**src/rtl/sme_pkg.sv**
```systemverilog
// Shared types and constants for the sme_multi string-matching engine.
// Latency: n/a (declarations only).
// Backpressure: n/a.
package sme_pkg;

    localparam int SME_CHAR_W = 8;

    typedef logic [SME_CHAR_W-1:0] sme_char_t;

    // Pattern metacharacters and the word-boundary character.
    localparam sme_char_t CH_SPACE = 8'h20;
    localparam sme_char_t CH_DOT   = 8'h2E;
    localparam sme_char_t CH_HEAD  = 8'h5E;
    localparam sme_char_t CH_TAIL  = 8'h24;

    typedef enum logic [2:0] {
        ST_IDLE,
        ST_LOAD_S,
        ST_LOAD_P,
        ST_SCAN,
        ST_EMIT
    } sme_state_t;

endpackage

```
**src/rtl/fifo.sv**
```systemverilog
// Generic synchronous FIFO with flush; rd_dat shows the head entry combinationally.
// Latency: a write is visible at rd_dat the cycle after it is accepted.
// Backpressure: writes when full and reads when empty are ignored; count tells the caller.
//
// Ports: clk, reset (sync, active-low), clr (sync flush), wr_vld/wr_dat (push),
//        rd_rdy (pop), rd_dat (head entry), count (entries held).
module fifo #(
    parameter int W     = 8,
    parameter int DEPTH = 32
) (
    input  logic                     clk,
    input  logic                     reset,
    input  logic                     clr,
    input  logic                     wr_vld,
    input  logic [W-1:0]             wr_dat,
    input  logic                     rd_rdy,
    output logic [W-1:0]             rd_dat,
    output logic [$clog2(DEPTH):0]   count
);

    localparam int AW = (DEPTH > 1) ? $clog2(DEPTH) : 1;
    localparam int CW = $clog2(DEPTH) + 1;

    logic [W-1:0]  mem [DEPTH];
    logic [AW-1:0] wr_ptr;
    logic [AW-1:0] rd_ptr;
    logic          do_wr;
    logic          do_rd;

    assign do_wr  = wr_vld && (count != CW'(DEPTH));
    assign do_rd  = rd_rdy && (count != '0);
    assign rd_dat = mem[rd_ptr];

    always_ff @(posedge clk) begin
        if (!reset || clr) begin
            wr_ptr <= '0;
            rd_ptr <= '0;
            count  <= '0;
        end else begin
            if (do_wr) wr_ptr <= wr_ptr + AW'(1);
            if (do_rd) rd_ptr <= rd_ptr + AW'(1);
            if (do_wr && !do_rd)      count <= count + CW'(1);
            else if (do_rd && !do_wr) count <= count - CW'(1);
        end
    end

    always_ff @(posedge clk) begin
        if (do_wr) mem[wr_ptr] <= wr_dat;
    end

endmodule

```
**src/rtl/sme_char_cmp.sv**
```systemverilog
// Single text-vs-pattern character comparison; '.' in the pattern matches anything.
// Latency: combinational.
// Backpressure: none.
//
// Ports: str_char (text character), pat_char (pattern character), hit (characters match).
// Build option: SME_CASE_FOLD_EN makes ASCII letters compare case-insensitively.
module sme_char_cmp
    import sme_pkg::*;
#(
    parameter int CHAR_W = 8
) (
    input  logic [CHAR_W-1:0] str_char,
    input  logic [CHAR_W-1:0] pat_char,
    output logic              hit
);

    localparam logic [CHAR_W-1:0] DOT = CHAR_W'(CH_DOT);

`ifdef SME_CASE_FOLD_EN
    localparam logic [CHAR_W-1:0] CASE_BIT = CHAR_W'(8'h20);
    localparam logic [CHAR_W-1:0] LO_A     = CHAR_W'(8'h61);
    localparam logic [CHAR_W-1:0] LO_Z     = CHAR_W'(8'h7A);

    logic [CHAR_W-1:0] s_low;
    logic [CHAR_W-1:0] p_low;
    logic              s_letter;
    logic              p_letter;

    // Forcing bit 5 maps A-Z onto a-z; only fold when both sides are letters
    // so punctuation pairs such as '@'/'`' stay distinct.
    always_comb begin
        s_low    = str_char | CASE_BIT;
        p_low    = pat_char | CASE_BIT;
        s_letter = (s_low >= LO_A) && (s_low <= LO_Z);
        p_letter = (p_low >= LO_A) && (p_low <= LO_Z);
        hit      = (pat_char == DOT) || (str_char == pat_char) ||
                   (s_letter && p_letter && (s_low == p_low));
    end
`else
    assign hit = (pat_char == DOT) || (str_char == pat_char);
`endif

endmodule

```
**src/rtl/sme_multi.sv**
```systemverilog
// String-matching engine: buffers a string and a pattern, scans every start position, emits all hits in order.
// Latency: scan of <= MAX_STR*(MAX_PAT+1) cycles, then one registered result beat per cycle.
// Backpressure: none; any strobe during SCAN/EMIT aborts the search and loads that character.
//
// Ports: clk, reset (sync, active-low), chardata + isstring/ispattern (load strobes, string wins),
//        valid/match/match_index/last (result beats), busy (SCAN or EMIT in progress).
// Build option: SME_CASE_FOLD_EN enables ASCII case-insensitive compares (see sme_char_cmp).
module sme_multi
    import sme_pkg::*;
#(
    parameter  int CHAR_W  = 8,
    parameter  int MAX_STR = 32,
    parameter  int MAX_PAT = 8,
    localparam int IDX_W   = $clog2(MAX_STR)
) (
    input  logic              clk,
    input  logic              reset,
    input  logic [CHAR_W-1:0] chardata,
    input  logic              isstring,
    input  logic              ispattern,
    output logic              valid,
    output logic              match,
    output logic [IDX_W-1:0]  match_index,
    output logic              last,
    output logic              busy
);

    localparam int LW  = IDX_W + 1;                        // holds 0..MAX_STR
    localparam int KW  = $clog2(MAX_PAT + 1);              // holds 0..MAX_PAT
    localparam int PIW = (MAX_PAT > 1) ? $clog2(MAX_PAT) : 1;
    localparam int PSW = $clog2(MAX_STR + MAX_PAT) + 1;    // holds p+k without wrap

    localparam logic [CHAR_W-1:0] SPACE = CHAR_W'(CH_SPACE);
    localparam logic [CHAR_W-1:0] HEAD  = CHAR_W'(CH_HEAD);
    localparam logic [CHAR_W-1:0] TAIL  = CHAR_W'(CH_TAIL);

    sme_state_t state;
    sme_state_t state_nxt;

    logic [CHAR_W-1:0] str_mem [MAX_STR];
    logic [CHAR_W-1:0] pat_mem [MAX_PAT];
    logic [LW-1:0]     str_len;
    logic [KW-1:0]     pat_len;
    logic              head_anc;
    logic              tail_anc;
    logic [LW-1:0]     scan_p;
    logic [KW-1:0]     scan_k;

    logic              strobe;
    logic              scan_entry;
    logic [KW-1:0]     pat_wr_len;
    logic [PSW-1:0]    pos;
    logic [IDX_W-1:0]  prev_idx;
    logic [CHAR_W-1:0] str_at_pos;
    logic [CHAR_W-1:0] pat_at_k;
    logic              char_hit;
    logic              at_end;
    logic              cand;
    logic              head_ok;
    logic              tail_ok;
    logic              advance;
    logic              scan_done;
    logic              hit_push;
    logic              pop;
    logic [IDX_W-1:0]  fifo_dat;
    logic [LW-1:0]     fifo_cnt;

    assign strobe     = isstring || ispattern;
    assign scan_entry = (state_nxt == ST_SCAN) && (state != ST_SCAN);
    // A pattern burst restarts unless it continues one already in progress.
    assign pat_wr_len = (state != ST_LOAD_P) ? '0 : pat_len;

    // ---------------- FSM ----------------
    always_ff @(posedge clk) begin
        if (!reset) state <= ST_IDLE;
        else        state <= state_nxt;
    end

    always_comb begin
        state_nxt = state;
        if (isstring) begin
            state_nxt = ST_LOAD_S;
        end else if (ispattern) begin
            state_nxt = ST_LOAD_P;
        end else begin
            case (state)
                ST_LOAD_S, ST_LOAD_P: state_nxt = ST_SCAN;
                ST_SCAN:              if (scan_done) state_nxt = ST_EMIT;
                ST_EMIT:              if (last) state_nxt = ST_IDLE;
                default:              state_nxt = ST_IDLE;
            endcase
        end
    end

    // ---------------- scan datapath ----------------
    always_comb begin
        pos        = PSW'(scan_p) + PSW'(scan_k);
        prev_idx   = scan_p[IDX_W-1:0] - IDX_W'(1);
        str_at_pos = str_mem[pos[IDX_W-1:0]];
        pat_at_k   = pat_mem[scan_k[PIW-1:0]];
        at_end     = (pos >= PSW'(str_len));
        cand       = (scan_k == pat_len);
        head_ok    = !head_anc || (scan_p == '0) || (str_mem[prev_idx] == SPACE);
        // str_at_pos is a wrapped read when at_end; the OR makes it irrelevant then.
        tail_ok    = !tail_anc || at_end || (str_at_pos == SPACE);
        // Candidate is checked before end-of-string so a hit flush with the end counts.
        advance    = cand || at_end || !char_hit;
        scan_done  = (str_len == '0) || (advance && ((scan_p + LW'(1)) >= str_len));
        hit_push   = (state == ST_SCAN) && !strobe && (scan_p < str_len) &&
                     cand && (pat_len != '0) && head_ok && tail_ok;
        pop        = (state == ST_EMIT) && !strobe && !last && (fifo_cnt != '0);
    end

    sme_char_cmp #(.CHAR_W(CHAR_W)) u_cmp (
        .str_char (str_at_pos),
        .pat_char (pat_at_k),
        .hit      (char_hit)
    );

    fifo #(.W(IDX_W), .DEPTH(MAX_STR)) u_hits (
        .clk    (clk),
        .reset  (reset),
        .clr    (scan_entry),
        .wr_vld (hit_push),
        .wr_dat (scan_p[IDX_W-1:0]),
        .rd_rdy (pop),
        .rd_dat (fifo_dat),
        .count  (fifo_cnt)
    );

    // ---------------- buffers and scan pointers ----------------
    always_ff @(posedge clk) begin
        if (!reset) begin
            for (int i = 0; i < MAX_STR; i++) str_mem[i] <= '0;
            for (int i = 0; i < MAX_PAT; i++) pat_mem[i] <= '0;
            str_len  <= '0;
            pat_len  <= '0;
            head_anc <= 1'b0;
            tail_anc <= 1'b0;
            scan_p   <= '0;
            scan_k   <= '0;
        end else begin
            if (isstring) begin
                if (state != ST_LOAD_S) begin
                    str_mem[0] <= chardata;
                    str_len    <= LW'(1);
                end else if (str_len < LW'(MAX_STR)) begin
                    str_mem[str_len[IDX_W-1:0]] <= chardata;
                    str_len <= str_len + LW'(1);
                end
            end else if (ispattern) begin
                if (state != ST_LOAD_P) begin
                    head_anc <= 1'b0;
                    tail_anc <= 1'b0;
                    pat_len  <= '0;
                end
                // Later assignments override the restart clears above.
                if (chardata == HEAD) begin
                    head_anc <= 1'b1;
                end else if (chardata == TAIL) begin
                    tail_anc <= 1'b1;
                end else if (pat_wr_len < KW'(MAX_PAT)) begin
                    pat_mem[pat_wr_len[PIW-1:0]] <= chardata;
                    pat_len <= pat_wr_len + KW'(1);
                end
            end

            if (scan_entry) begin
                scan_p <= '0;
                scan_k <= '0;
            end else if (state == ST_SCAN) begin
                if (advance) begin
                    scan_p <= scan_p + LW'(1);
                    scan_k <= '0;
                end else begin
                    scan_k <= scan_k + KW'(1);
                end
            end
        end
    end

    // ---------------- registered result beats ----------------
    always_ff @(posedge clk) begin
        if (!reset) begin
            valid       <= 1'b0;
            match       <= 1'b0;
            match_index <= '0;
            last        <= 1'b0;
            busy        <= 1'b0;
        end else begin
            valid       <= 1'b0;
            match       <= 1'b0;
            match_index <= '0;
            last        <= 1'b0;
            // With an empty FIFO this produces the single no-match beat.
            if ((state == ST_EMIT) && !strobe && !last) begin
                valid       <= 1'b1;
                match       <= (fifo_cnt != '0);
                match_index <= (fifo_cnt != '0) ? fifo_dat : '0;
                last        <= (fifo_cnt <= LW'(1));
                if (fifo_cnt <= LW'(1)) busy <= 1'b0;
            end
            if (scan_entry)  busy <= 1'b1;
            else if (strobe) busy <= 1'b0;
        end
    end

endmodule

```
**config.mk**
```make
export PLATFORM = sky130hd
export DESIGN_NAME = sme_multi
export DESIGN_NICKNAME = d
export VERILOG_FILES = /design/src/rtl/sme_pkg.sv /design/src/rtl/fifo.sv /design/src/rtl/sme_char_cmp.sv /design/src/rtl/sme_multi.sv
export SDC_FILE = /design/constraint.sdc
export NUM_CORES = 1
export LEC_CHECK = 0
export ABC_AREA = 1
export CAP_MARGIN = 20
export CORE_ASPECT_RATIO = 1.75
export CORE_MARGIN = 1
export CORE_UTILIZATION = 59
export CTS_CLUSTER_DIAMETER = 40
export DETAILED_ROUTE_END_ITERATION = 6
export MAX_ROUTING_LAYER = met4
export PLACE_DENSITY = 0.74
export RECOVER_POWER = 50
export SETUP_SLACK_MARGIN = 0.5
export SYNTH_ARGS = -nofsm -noshare
export SYNTH_HDL_FRONTEND = slang
export SYNTH_SLANG_ARGS = --single-unit
```
**constraint.sdc**
```tcl
create_clock -name clk -period 6.61 [get_ports clk]
set_input_delay 0.661 -clock clk [delete_from_list [all_inputs] [get_ports clk]]
set_output_delay 0.661 -clock clk [all_outputs]
set_load 0.02 [all_outputs]
```
# Word level (Yosys, flattened, before mapping)
# Memories as Yosys holds them, arrays and structs flattened. A register that Yosys moved wholly into a read port is not among the register bits.
# Index checks and enable logic that the tools add are counted.
# classes
add_sub_neg,10
reduce_logical,54
eq_ne,16
mux,52
order_cmp,6
n_bitwise,3
# ops
operator,count
"8-bit by 6-bit equality test with 1-bit output, second input constant",4
1-bit 2-to-1 mux,31
6-bit 2-to-1 mux,4
8-bit 2-to-1 mux,3
3-bit 2-to-1 mux,7
4-bit 2-to-1 mux,5
"6-bit by 1-bit adder with 6-bit output, second input constant",3
8-bit OR reduction,2
1-bit logical AND,15
6-bit logical NOT,2
"5-bit by 1-bit adder with 5-bit output, second input constant",2
1-bit logical OR,10
2-bit AND reduction,5
"3-bit by 2-bit equality test with 1-bit output, second input constant",3
1-bit logical NOT,9
3-bit case mux with 3 select lines,1
"4-bit by 1-bit adder with 4-bit output, second input constant",2
"8-bit by 7-bit equality test with 1-bit output, second input constant",1
8-bit equality test,1
6-bit by 4-bit adder with 7-bit output,1
7-bit by 6-bit greater-or-equal comparator with 1-bit output,1
6-bit greater-or-equal comparator,1
"6-bit by 1-bit <= comparator with 1-bit output, second input constant",1
6-bit < comparator,1
19 further kinds,26
# totals
in_bits,12
out_inout_bits,9
register_bits,45
memories,3
wordCells,158
ramBits,480
# memory_table
memory,words,word_bits,read_ports,rd_clocked_by_memory_dff,write_ports,line,rtl
str_mem,32,8,2,0,32,sme_multi.sv:40,logic [CHAR_W-1:0] str_mem [MAX_STR];
u_hits.mem,32,5,1,1,1,fifo.sv:24,logic [W-1:0] mem [DEPTH];
pat_mem,8,8,1,1,8,sme_multi.sv:41,logic [CHAR_W-1:0] pat_mem [MAX_PAT];

# Depth between registers and ports, before layout
# Gate-level depths: netlist of the first run.
# An unclocked memory read counts as a cell.
# logic_depth
ltp_word,16
depth_mapped,30

# Hierarchy
# Synthesis of the first run repeated with hierarchy kept, for this count alone.
# unflattened
cells_unflattened,3071
hier_area_um2,26769.4
# modules_own_cells
mod,n_inst,area_each_um2,seq_area_each_um2,cells_per_inst
sme_multi,1,18790.5,10349.9,2303
fifo,1,7810.0,5225.0,728
sme_char_cmp,1,168.9,0.0,40

# Worst setup path after synthesis of the first run
# Ideal clock, no wire load.
# synth_timing
path_kind,register to register
from,reg scan_p[1]
to,reg u_hits.count[3]
stages_incl_launch_ff,26
t_required_ns,6.540
arrival_time_ns,4.415
slack_ns,2.124
path_buffers,3
setup_time_ns,0.070
path_cell_list,dfxtp_1 > inv_1 > fa_1 > buf_2 > inv_2 > buf_6 > buf_4 > ha_1 > a21boi_0 > o21ai_0 > a21oi_1 > o21ai_0 > nand2_1 > a21oi_1 > o21ai_0 > nor2_1 > nand2_2 > nand3_2 > inv_4 > ha_1 > nor2_1 > a31oi_1 > inv_1 > o21ai_0 > or2_2 > a21oi_1
# synth_lines
item,line,rtl
start: declaration,sme_multi.sv:46,logic [LW-1:0] scan_p;
start signal: assignment,sme_multi.sv:173,scan_p <= scan_p + LW'(1);
5-bit by 1-bit subtractor with 5-bit output / 6-bit < comparator (equally long branches),"sme_multi.sv:98, sme_multi.sv:109",
memory 32 x 8 bit / 1-bit logical AND (equally long branches),--,
8-bit by 6-bit equality test with 1-bit output / 1-bit logical AND (equally long branches),"sme_multi.sv:103, sme_multi.sv:109",
1-bit logical OR / 1-bit logical AND (equally long branches),"sme_multi.sv:103, sme_multi.sv:110",
1-bit logical AND,sme_multi.sv:110,cand && (pat_len != '0) && head_ok && tail_ok;
1-bit logical AND *,sme_multi.sv:110,
1-bit logical AND *,fifo.sv:30,assign do_wr = wr_vld && (count != CW'(DEPTH));
via u_hits.do_wr,fifo.sv:27,logic do_wr;
1-bit logical NOT,fifo.sv:43,else if (do_rd && !do_wr) count <= count - CW'(1);
1-bit logical AND,fifo.sv:43,
2-bit nonzero test (no line),--,
end signal: assignment,fifo.sv:42,if (do_wr && !do_rd) count <= count + CW'(1);
end signal: assignment,fifo.sv:43,
end: declaration,fifo.sv:18,output logic [$clog2(DEPTH):0] count
# Mark *: on every way through the listed nets, which the timed path passes. The rest lies on a longest branch.
# A chain may end at the register's enable or synchronous reset.

==> summary.txt, run 1 <==
Status
  • Status: finished, violations left
  • Violated checks: capacitance limit, slew limit

Floorplanning
  • Die Ht: 281.3 um
  • Starting Density: between 50 and 60%
  • I/O Pins: 21
  • Die area: between 40000 and 50000 um^2
  • Die width: ~160 um
  • FP Rows: 102
  • Core Area: between 40000 and 50000 um^2

Setup path
  • Data arrival, critical path: about 6000 ps
  • WP data required: around 7000 ps
  • Worst R2R Setup Slack: about 1200 ps
  • Type of origin of the critical path: input port
  • Crit path max-delay cell type: clkbuf_1
  • CP most frequent cell: clkbuf_1
  • Cell Chain, Critical Path: clkbuf_1 -> clkbuf_1 -> inv_1 -> nor3_1 -> nand3_1 -> nand2_1
  • Largest stage delay, worst path: around 1800 ps
  • CP endpoint kind: register
  • Worst r2r src: scan_p[2]
  • R2R cell count: 21
  • RR Endpoint: u_hits.count[3]
  • Class of the most critical setup path: in -> reg
  • CP Max Fanout: 37

CTS
  • H-tree levels: 2
  • CTS Buffer Depth: 3
  • Post-cts gate resize count: 0
  • Root buf cell: clkbuf_16
  • Clk sinks: about 530
  • Clk_lat worst skew: 590 ps
  • Clock transition at path regs: about 60 ps
  • Hold_buf cts: 0
  • CTS Buf Count: between 50 and 60
  • CTS tree: built
  • Post-CTS Setup Repair Bufs: 0

Global routing
  • First-pass GRT wire length: between 100 and 150 mm
  • Gr ovfl total: 0
  • Pin count of the biggest net entering global routing: 91
  • Antenna violations before repair: 0
  • Vias in the first global route: about 20000
  • GRT Overall Usage: around 36%

Layout
  • Post-Layout Cell Count: roughly 3400
  • Synthesis-to-finish area growth: 8.127%
  • Reg area: 15480 um^2
  • Layout cell share with drive strength beyond 1: roughly 5.4%
  • Nets: 2875
  • Fillers: 3717
  • Multi-input logic area: roughly 9400 um^2
  • Number of diodes: 0

Power
  • Overall power: about 7.4 mW
  • NetSw: between 1.5 and 2 mW
  • Clock power frac: roughly two fifths
  • Logic pwr share: about 6.6%
  • Switching Share: 23.98%
  • Sequential Power Share: between 50% and 60%
  • Lkg Pwr: between 10 and 15 nW
  • Internal: between 5 and 6 mW
  • VDD IR-drop max: around 0.24 mV
  • Pwr Density: between 200 and 300 nW/um^2

Logic synthesis
  • Mean Syn Cell Area: a little over 9 um^2
  • Synth Register Bits: 533
  • Cells after Synth: ~2900
  • Yosys top cell by area: edfxtp_1
  • Post-synthesis sequential area ratio: slightly below 60%
  • Ys flop type: edfxtp_1
  • Yosys warns: 0
  • Top cells by area, synth: edfxtp_1 (55%), nor2_1 (8.8%), nand2_1 (8.6%), nand3_1 (5.1%), o21ai_0 (4.1%)
  • Top-count cell post-synth: nor2_1
  • Synth async-reset ratio: 0%
  • Yosys top cell area share: about 55%
  • EDFF count, synth: 480
  • Synth Cell Area: roughly 26000 um^2
  • Yosys cell types: 50
  • Synthesized net count: about 3000
  • Commonest cells in the netlist: nor2_1 (618), nand2_1 (600), edfxtp_1 (480), nand3_1 (269), o21ai_0 (218)

Drt
  • DRT antenna net count: 0
  • Avg Vias per Cell: 6.105
  • Routed via count: 20970
  • Post-Route WL: approximately 77 mm
  • Avg WL per Cell: approximately 23 um
  • First DRT Iteration DRCs: 1896
  • First-pass DRT Iterations: 6
  • Residual DRC: 0

Place
  • Final Wtd Congestion: between 0.9 and 1
  • Detail Placement HPWL: about 52 mm
  • Port Buffers: 20
  • Dpl cells: between 3000 and 4000

Timing
  • Final hold vios: 0
  • Final setup viols: 0
  • Max-slew violations: between 150 and 200
  • Fin crit share: ~88%
  • FMAX: ~170 MHz
  • Fin crit period: 5794 ps
  • Relative slew slack: -56.37%
  • Setup tns final: 0 ps
  • Hold slack: ~470 ps
  • Skew final: around 22 ps
  • Setup repair after global routing missed its margin: no
  • Worst Tran Pin Value: ~2300 ps

Hold path
  • WHS Path Cells: 2
  • Min-delay src: tail_anc
  • End of the worst hold path: tail_anc
  • Hold Crit Class: reg -> reg

Flow run
  • MaxCap Viol Count: 5
-- per-stage QoR --
stage	util, %	setup slack [ps]	instance area (um^2)
detailed placement	60.34	1676	26650
CTS	64.38	1629	28430
global route	64.39	613.6	28430
finish	64.39	816.1	28430
global placement	60.34	1730	26650
floorplan	-	2124	26290
-- sequential cells by signal, summed over array words and instances (netlist names), named ones only --
name,flops
busy,1
head_anc,1
last,1
match,1
match_index,5
pat_len,4
pat_mem,64
scan_k,4
scan_p,6
state,3
str_len,6
str_mem,256
tail_anc,1
u_hits.count,6
u_hits.mem,160
u_hits.rd_ptr,5
u_hits.wr_ptr,5
valid,1
-- worst max path at each step --
stage	start	to	slack [ps]	cells after the start
detailed placement	scan_p[0]	u_hits.count[3]	1680	22
finish	reset	pat_mem[3][3]	820	6
floorplan	scan_p[1]	u_hits.count[3]	2120	25
CTS	scan_p[0]	u_hits.count[3]	1630	22
global placement	scan_p[0]	u_hits.count[3]	1730	22
global route	reset	pat_mem[3][3]	610	6
-- cell usage in the layout (no fill, tap or decap), types with 5 or more instances in the layout --
cell type,n
nor2_1,617
nand2_1,600
edfxtp_1,480
nand3_1,269
o21ai_0,218
inv_1,140
clkbuf_16,53
a21oi_1,51
dfxtp_1,51
o22ai_1,47
ha_1,40
nor3_1,32
buf_4,27
nand4_1,23
o221ai_1,17
xor2_1,15
nor4_1,14
nor3b_1,10
o211ai_1,10
clkbuf_1,10
dlygate4sd3_1,10
clkdlybuf4s50_1,9
inv_2,8
clkinv_2,8
o21ai_1,7
clkinv_1,7
or2_2,6
nand2_2,6
bufinv_16,6
clkinvlp_4,6
o21a_1,5
a41oi_1,5
inv_6,5
-- worst max-delay path: cells and delay by family --
kind                   cells  cell delay, ps
buffers and inverters      3            3550
and+or+nand+nor            3            1770
-- logic make-up (layout without fill, tap and decap cells) --
| kind of cell | Yosys count | in the layout | synth area share, % |
|---|---|---|---|
| compound gates | 377 | 377 | 8.042 |
| xor+xnor | 16 | 16 | 0.6044 |
| fa+ha+maj | 42 | 42 | 2.027 |
| buf+inv | 315 | 304 | 5.382 |
| flops | 533 | 533 | 58.85 |
| mux | 2 | 2 | 0.07614 |
| simple gates | 1589 | 1589 | 25.02 |
-- per-layer routing --
metal	share of wire, %	global-route usage (%)	vias up
met5	0	-	-
met4	8.0	24.50	0
met3	5.7	3.999	315
met2	53	63.88	970
met1	34	35.75	9962
li1	-	-	9725
-- area by class of cell --
class,instances,share of cell area (%)
flip-flops and latches,533,54.45
multi-input cells,2026,33.12
repair buffers,55,1.598
well taps,572,2.517
inverters,153,2.046
clock buffers,57,4.753
clock inverters,39,1.518
-- power groups by stage --
stage / Combinational (mW) / Sequential [mW] / Clock (mW)
floorplan: 0.343 / 3.83 / 0
global placement: 0.475 / 3.85 / 0
detailed placement: 0.480 / 3.85 / 0
CTS: 0.483 / 3.78 / 3.11
global route: 0.535 / 3.79 / 3.22
finish: 0.489 / 3.78 / 3.09
(Power assumes the default switching activity.)
==> run 2, diff against run 1 <==
--- a/config.mk
+++ b/config.mk
@@ -12,6 +12,7 @@
 export CORE_UTILIZATION = 59
 export CTS_CLUSTER_DIAMETER = 40
 export DETAILED_ROUTE_END_ITERATION = 6
+export GPL_TIMING_DRIVEN = 0
 export MAX_ROUTING_LAYER = met4
 export PLACE_DENSITY = 0.74
 export RECOVER_POWER = 50
==> summary.txt, run 2 (synthesis gave the netlist of run 1 again) <==
Status
  • Status: finished, violations left
  • Violated checks: DRC, capacitance limit, slew limit

Global routing
  • GRT Overall Usage: 47.31%
  • Vias in the first global route: 22860
  • Antenna violations before repair: 2
  • Gr ovfl total: 0
  • Pin count of the biggest net entering global routing: 36
  • First-pass GRT wire length: roughly 150 mm

Place
  • Port Buffers: 19
  • Detail Placement HPWL: around 74 mm
  • Worst slack, placed: approximately 320 ps
  • Dpl cells: between 3000 and 4000
  • Cell area after placement: 27350 um^2
  • Final Wtd Congestion: approximately 1.1

Setup path
  • Data arrival, critical path: approximately 6500 ps
  • Type of origin of the critical path: register
  • CP endpoint kind: register
  • Class of the most critical setup path: reg -> reg
  • Worst R2R Setup Slack: between 600 and 700 ps
  • CP Max Fanout: 16
  • R2R cell count: 22
  • RR Endpoint: u_hits.count[3]
  • Worst r2r src: scan_p[1]
  • WP data required: between 7000 and 8000 ps

Hold path
  • End of the worst hold path: tail_anc
  • Min-delay src: tail_anc
  • Hold Crit Class: reg -> reg
  • WHS Path Cells: 2

Drt
  • Post-Route WL: 102.9 mm
  • DRT antenna net count: 0
  • Avg WL per Cell: 28.81 um
  • First-pass DRT Iterations: 7
  • First DRT Iteration DRCs: 2694
  • Avg Vias per Cell: between 6 and 7
  • Routed via count: between 20000 and 25000
  • Residual DRC: 1

Layout
  • Commonest cells after routing, fill and taps aside: nor2_1 (617), nand2_1 (600), edfxtp_1 (480)
  • Final Instance Area: slightly below 30000 um^2
  • Nets: 3011
  • Layout cell share with drive strength beyond 1: 6.571%
  • Synthesis-to-finish area growth: 10.35%
  • Largest regs: str_mem (256), u_hits.mem (160), pat_mem (64)
  • Biggest register: str_mem
  • Finished Core Util: between 60% and 70%
  • Post-Layout Cell Count: 3572
  • Max reg flops: about 260
  • Commonest non-fill, non-tap cell in the layout: nor2_1

CTS
  • Clock transition at path regs: approximately 70 ps
  • CTS Buf Count: 52
  • Post-CTS Setup Repair Bufs: 0
  • Clk_lat worst skew: approximately 610 ps
  • Hold_buf cts: 0
  • Root buf cell: clkbuf_16
  • Clk sinks: 533
  • CTS Buffer Depth: 3
  • H-tree levels: 2
  • CTS tree: built

Power
  • VDD IR-drop max: between 0.2 and 0.3 mV
  • Pwr Density: approximately 260 nW/um^2
  • Lkg Pwr: approximately 11 nW

Timing
  • Worst Tran Pin Value: about 1700 ps
  • Hold slack: about 480 ps
  • Skew final: 25.11 ps
  • Final setup viols: 0
  • Max-slew violations: 9
  • Final hold vios: 0
  • Fin worst setup slack: 688.0 ps
  • Relative slew slack: -11.99%
  • Fin crit share: 89.59%
  • FMAX: around 170 MHz
  • Setup repair after global routing missed its margin: no
  • Fin crit period: 5922 ps

Floorplanning
  • Die width: ~160 um
  • I/O Pins: 21
  • Starting Density: approximately three fifths
  • Die Ht: between 200 and 300 um
  • Die area: 45450 um^2
  • Core Area: 44160 um^2
  • FP Rows: between 100 and 150

Flow run
  • MaxCap Viol Count: 1
[run 2: cell count changes in the layout (fill, tap and decap cells not counted), moves of 3 or more]
cell / before / now
clkinvlp_4: 6 / 2
clkinv_8: 2 / 6
buf_6: 0 / 17
buf_1: 0 / 5
buf_4: 27 / 11
clkbuf_8: 1 / 4
clkbuf_1: 10 / 96
clkbuf_2: 0 / 4
buf_2: 0 / 44
[run 2: layout make-up]
type	count	area, um^2
Antenna cell	2	5.005
Buffer	162	837.1
Clock buffer	62	1379
Clock inverter	33	384.1
Fill cell	3482	15140
Inverter	153	581.8
Multi-Input combinational cell	2026	9395
Sequential cell	533	15480
Tap cell	572	715.7
Timing Repair Buffer	29	239.0
[run 2: power breakdown]
group | internal, mW | switching, mW | total, mW
clock | 1.68 | 1.39 | 3.07
combinational | 0.147 | 0.482 | 0.628
sequential | 3.73 | 0.0496 | 3.78
total | 5.56 | 1.92 | 7.48
[run 2: worst max-delay path, cell delays in order, from the launching register on]
cell     delay [ps]
dfxtp_1         760
inv_1           260
fa_1            620
buf_2           180
buf_1           800
nand3_1         260
nand3_1         140
nand3_1         280
nand3_1         320
nand2_1         120
nor3_2          190
nand4_1         210
nand2_2         210
nand3_2         150
inv_4           140
ha_1            260
inv_1           150
nor2_1          110
a31oi_1          60
inv_1           100
o21ai_0         100
or2_2           290
a21oi_1         110
[run 2: what timing repair did]
| action | in CTS | in global routing |
|---|---|---|
| endpoints found under the setup margin | 9 | 166 |
| endpoints found under the hold margin | 0 | 0 |
| resized for setup | 2 | 9 |
[run 2: how the worst max path moves through the flow]
stage               from                end  depth (start not counted)
2_1_floorplan  scan_p[1]    u_hits.count[3]                         25
3_3_place_gp   scan_p[0]  u_hits.mem[31][0]                         19
3_5_place_dp   scan_p[0]  u_hits.mem[31][2]                         19
4_1_cts        scan_p[0]    u_hits.count[3]                         27
5_1_grt        scan_p[0]    u_hits.count[5]                         25
6_report       scan_p[1]    u_hits.count[3]                         22
[run 2: per-stage QoR]
stage,TNS (ps),power [mW]
global route,0,7.590
floorplan,0,4.169
finish,0,7.476
global placement,-550.0,4.428
detailed placement,0,4.440
CTS,0,7.410
[run 2: per-layer routing]
layer | wire (um) | global-route usage, % | up-vias
li1 | - | - | 9996
met3 | 10110 | 11.53 | 662
met4 | 12430 | 46.83 | 0
met2 | 49830 | 77.86 | 1651
met1 | 30560 | 44.13 | 10710
met5 | 0 | - | -
==> run 3, diff against run 2 <==
--- a/config.mk
+++ b/config.mk
@@ -5,7 +5,6 @@
 export SDC_FILE = /design/constraint.sdc
 export NUM_CORES = 1
 export LEC_CHECK = 0
-export ABC_AREA = 1
 export CAP_MARGIN = 20
 export CORE_ASPECT_RATIO = 1.75
 export CORE_MARGIN = 1
==> summary.txt, run 3 <==
Logic synthesis
  • Simple-gate share of the synthesized area: between 15 and 20%
  • Synth async-reset ratio: 0%
  • Yosys top cell area share: 56.28%
  • Synth Cell Area: 25610 um^2
  • Synthesized net count: ~1800
  • Mean Syn Cell Area: about 14 um^2
  • Compound-cell area share of the yosys netlist: 3.894%
  • Main combinational cell family by area after synthesis: simple AND/OR/NAND/NOR gates
  • Post-Synth Adder-Cell Area: about 2.1%
  • Multiplexer area fraction after synthesis: 14.59%
  • Cells after Synth: around 1800
  • Yosys warns: 0
  • Top cells by area, synth: edfxtp_1 (56%), mux4_2 (11%), and2_1 (7.5%), dfxtp_1 (4.1%), mux2i_1 (2.7%)
  • Top-count cell post-synth: edfxtp_1
  • Ys flop type: edfxtp_1
  • Commonest cells in the netlist: edfxtp_1 (480), and2_1 (309), mux4_2 (130), nor2_1 (118), clkbuf_1 (76)
  • Post-Synth XOR/XNOR Area: ~1.3%
  • Yosys cell types: 79
  • EDFF count, synth: 480
  • Post-synthesis sequential area ratio: just over 60%
  • Synth Register Bits: between 500 and 600
  • Yosys top cell by area: edfxtp_1

Timing
  • Relative slew slack: -86.63%
  • Fin crit period: 5907 ps
  • Skew final: between 20 and 25 ps
  • Fin crit share: between 80% and 90%
  • Max-slew violations: 8
  • Setup repair after global routing missed its margin: no
  • FMAX: 169.3 MHz
  • Worst Tran Pin Value: between 2000 and 3000 ps
  • Final hold vios: 0
  • Hold slack: roughly 530 ps
  • Final setup viols: 0

CTS
  • Root buf cell: clkbuf_16
  • Clock transition at path regs: about 70 ps
  • Clk sinks: approximately 530
  • CTS Buf Count: 50
  • Clk_lat worst skew: between 500 and 600 ps
  • CTS Buffer Depth: 3
  • Post-CTS Setup Repair Bufs: 0
  • CTS tree: built
  • H-tree levels: 2

Drt
  • Avg WL per Cell: about 29 um
  • First DRT Iteration DRCs: 1484
  • Residual DRC: 0
  • Avg Vias per Cell: approximately 6.5
  • Post-Route WL: approximately 72 mm
  • First-pass DRT Iterations: 6
  • Routed via count: 16310
  • DRT antenna net count: 0

Place
  • Dpl cells: roughly 2400
  • Port Buffers: 18
  • Detail Placement HPWL: roughly 53 mm
  • Cell area after placement: 26610 um^2
  • Final Wtd Congestion: between 0.9 and 1

Layout
  • Reg area: between 15000 and 20000 um^2
  • Largest regs: str_mem (256), u_hits.mem (160), pat_mem (64)
  • Post-Layout Cell Count: ~2500
  • Final Instance Area: ~28000 um^2
  • Max reg flops: 256
  • Layout cell share with drive strength beyond 1: approximately 16%
  • Commonest cells after routing, fill and taps aside: edfxtp_1 (480), and2_0 (155), and2_1 (154)
  • Synthesis-to-finish area growth: 11.25%
  • Multi-input logic area: about 9500 um^2
  • Biggest register: str_mem
  • Nets: 1945
  • Fillers: 2943
  • Commonest non-fill, non-tap cell in the layout: edfxtp_1
  • Finished Core Util: 66.78%

Setup path
  • RR Endpoint: u_hits.count[4]
  • CP Max Fanout: 39
  • R2R cell count: 18
  • Class of the most critical setup path: reg -> reg
  • Worst r2r src: scan_p[1]
  • CP endpoint kind: register
  • WP data required: around 7000 ps
  • Data arrival, critical path: around 6300 ps
  • Worst R2R Setup Slack: 700 ps
  • Type of origin of the critical path: register

Hold path
  • End of the worst hold path: busy
  • WHS Path Cells: 2
  • Min-delay src: busy
  • Hold Crit Class: reg -> reg

Status
  • Status: finished, violations left
  • Violated checks: capacitance limit, slew limit

Global routing
  • Gr ovfl total: 0
  • First-pass GRT wire length: 106.6 mm
  • GRT Overall Usage: approximately 34%
  • Pin count of the biggest net entering global routing: 40
  • Antenna violations before repair: 0
  • Vias in the first global route: approximately 17000

Floorplanning
  • Core Area: ~43000 um^2
  • Starting Density: around three fifths
  • Die Ht: between 200 and 300 um
  • Die width: around 160 um
  • Die area: approximately 44000 um^2
  • FP Rows: 100
  • I/O Pins: 21

Power
  • Pwr Density: around 260 nW/um^2
  • Overall power: 7.315 mW
  • Lkg Pwr: 9.703 nW
  • VDD IR-drop max: approximately 0.24 mV

Flow run
  • MaxCap Viol Count: 1
==> run 3: changes by cell type after synthesis, moves of 23 or more <==
cell	change
o22ai_1	-45
o21ai_0	-163
nor2_1	-500
and2_1	+309
mux2i_1	+68
nand3_1	-234
mux4_2	+130
nand2_1	-564
inv_1	-119
buf_2	-33
a21oi_1	-23
==> run 3: repair_timing <==
item | 4_1_cts | 5_1_grt
endpoints found under the hold margin | 0 | 0
hold buffers | 0 | 0
pin swaps | 0 | 0
gates resized for setup | 9 | 4
endpoints found under the setup margin | 171 | 4
gates cloned | 0 | 0
==> run 3: critical path: stages (launching register included) <==
cell	delay (ps)
dfxtp_4	650
inv_1	200
fa_1	600
buf_2	420
buf_2	510
mux4_2	400
mux2i_1	360
mux2i_1	160
mux2i_1	330
nor2_1	90
a41o_1	270
and3_1	190
buf_4	180
ha_1	190
clkbuf_1	190
or4b_2	640
a21oi_1	170
xnor2_1	130
nor2_1	70
==> run 3: final cells by class <==
class	instances	area share [%]
Sequential cell	533	54.33
Multi-Input combinational cell	1118	33.51
Clock buffer	61	4.822
Tap cell	561	2.464
Buffer	110	1.800
Clock inverter	33	1.374
Timing Repair Buffer	53	1.317
Inverter	25	0.3469
Antenna cell	4	0.03513
==> run 3: kinds of logic after synthesis <==
kind of cell / count (synthesis)
fa+ha+maj: 42
xor+xnor: 35
simple gates: 678
buf+inv: 135
mux: 207
compound gates: 156
flops: 533
==> run 3: per-layer routing <==
metal | vias to the layer above | part of all wire, % | track usage (%)
li1 | 7016 | - | -
met1 | 8103 | 33 | 35.04
met2 | 849 | 52 | 60.16
met3 | 338 | 6.4 | 5.458
met4 | 0 | 8.6 | 24.16
met5 | - | 0 | -
==> run 3: how the worst max path moves through the flow <==
stage	startpoint	slack [ps]	endpoint
6_report	scan_p[1]	700	u_hits.count[4]
4_1_cts	scan_p[1]	510	u_hits.count[4]
3_3_place_gp	scan_p[0]	-1210	u_hits.count[5]
5_1_grt	scan_p[0]	550	u_hits.count[5]
2_1_floorplan	scan_p[1]	1630	u_hits.count[4]
3_5_place_dp	scan_p[0]	-760	u_hits.count[5]
==> run 3: metrics by stage <==
| step | TNS, ps | setup slack [ps] |
|---|---|---|
| floorplan | 0 | 1627 |
| global placement | -139460 | -1208 |
| detailed placement | -64540 | -757.6 |
| CTS | 0 | 505.8 |
| global route | 0 | 550.3 |
| finish | 0 | 702.6 |
==> run 3: power breakdown <==
group	total [mW]	leakage [nW]	internal (mW)	switching [mW]
logic	0.479	3.52	0.165	0.314
clock network	3.05	0.872	1.74	1.31
registers	3.78	5.31	3.73	0.0515
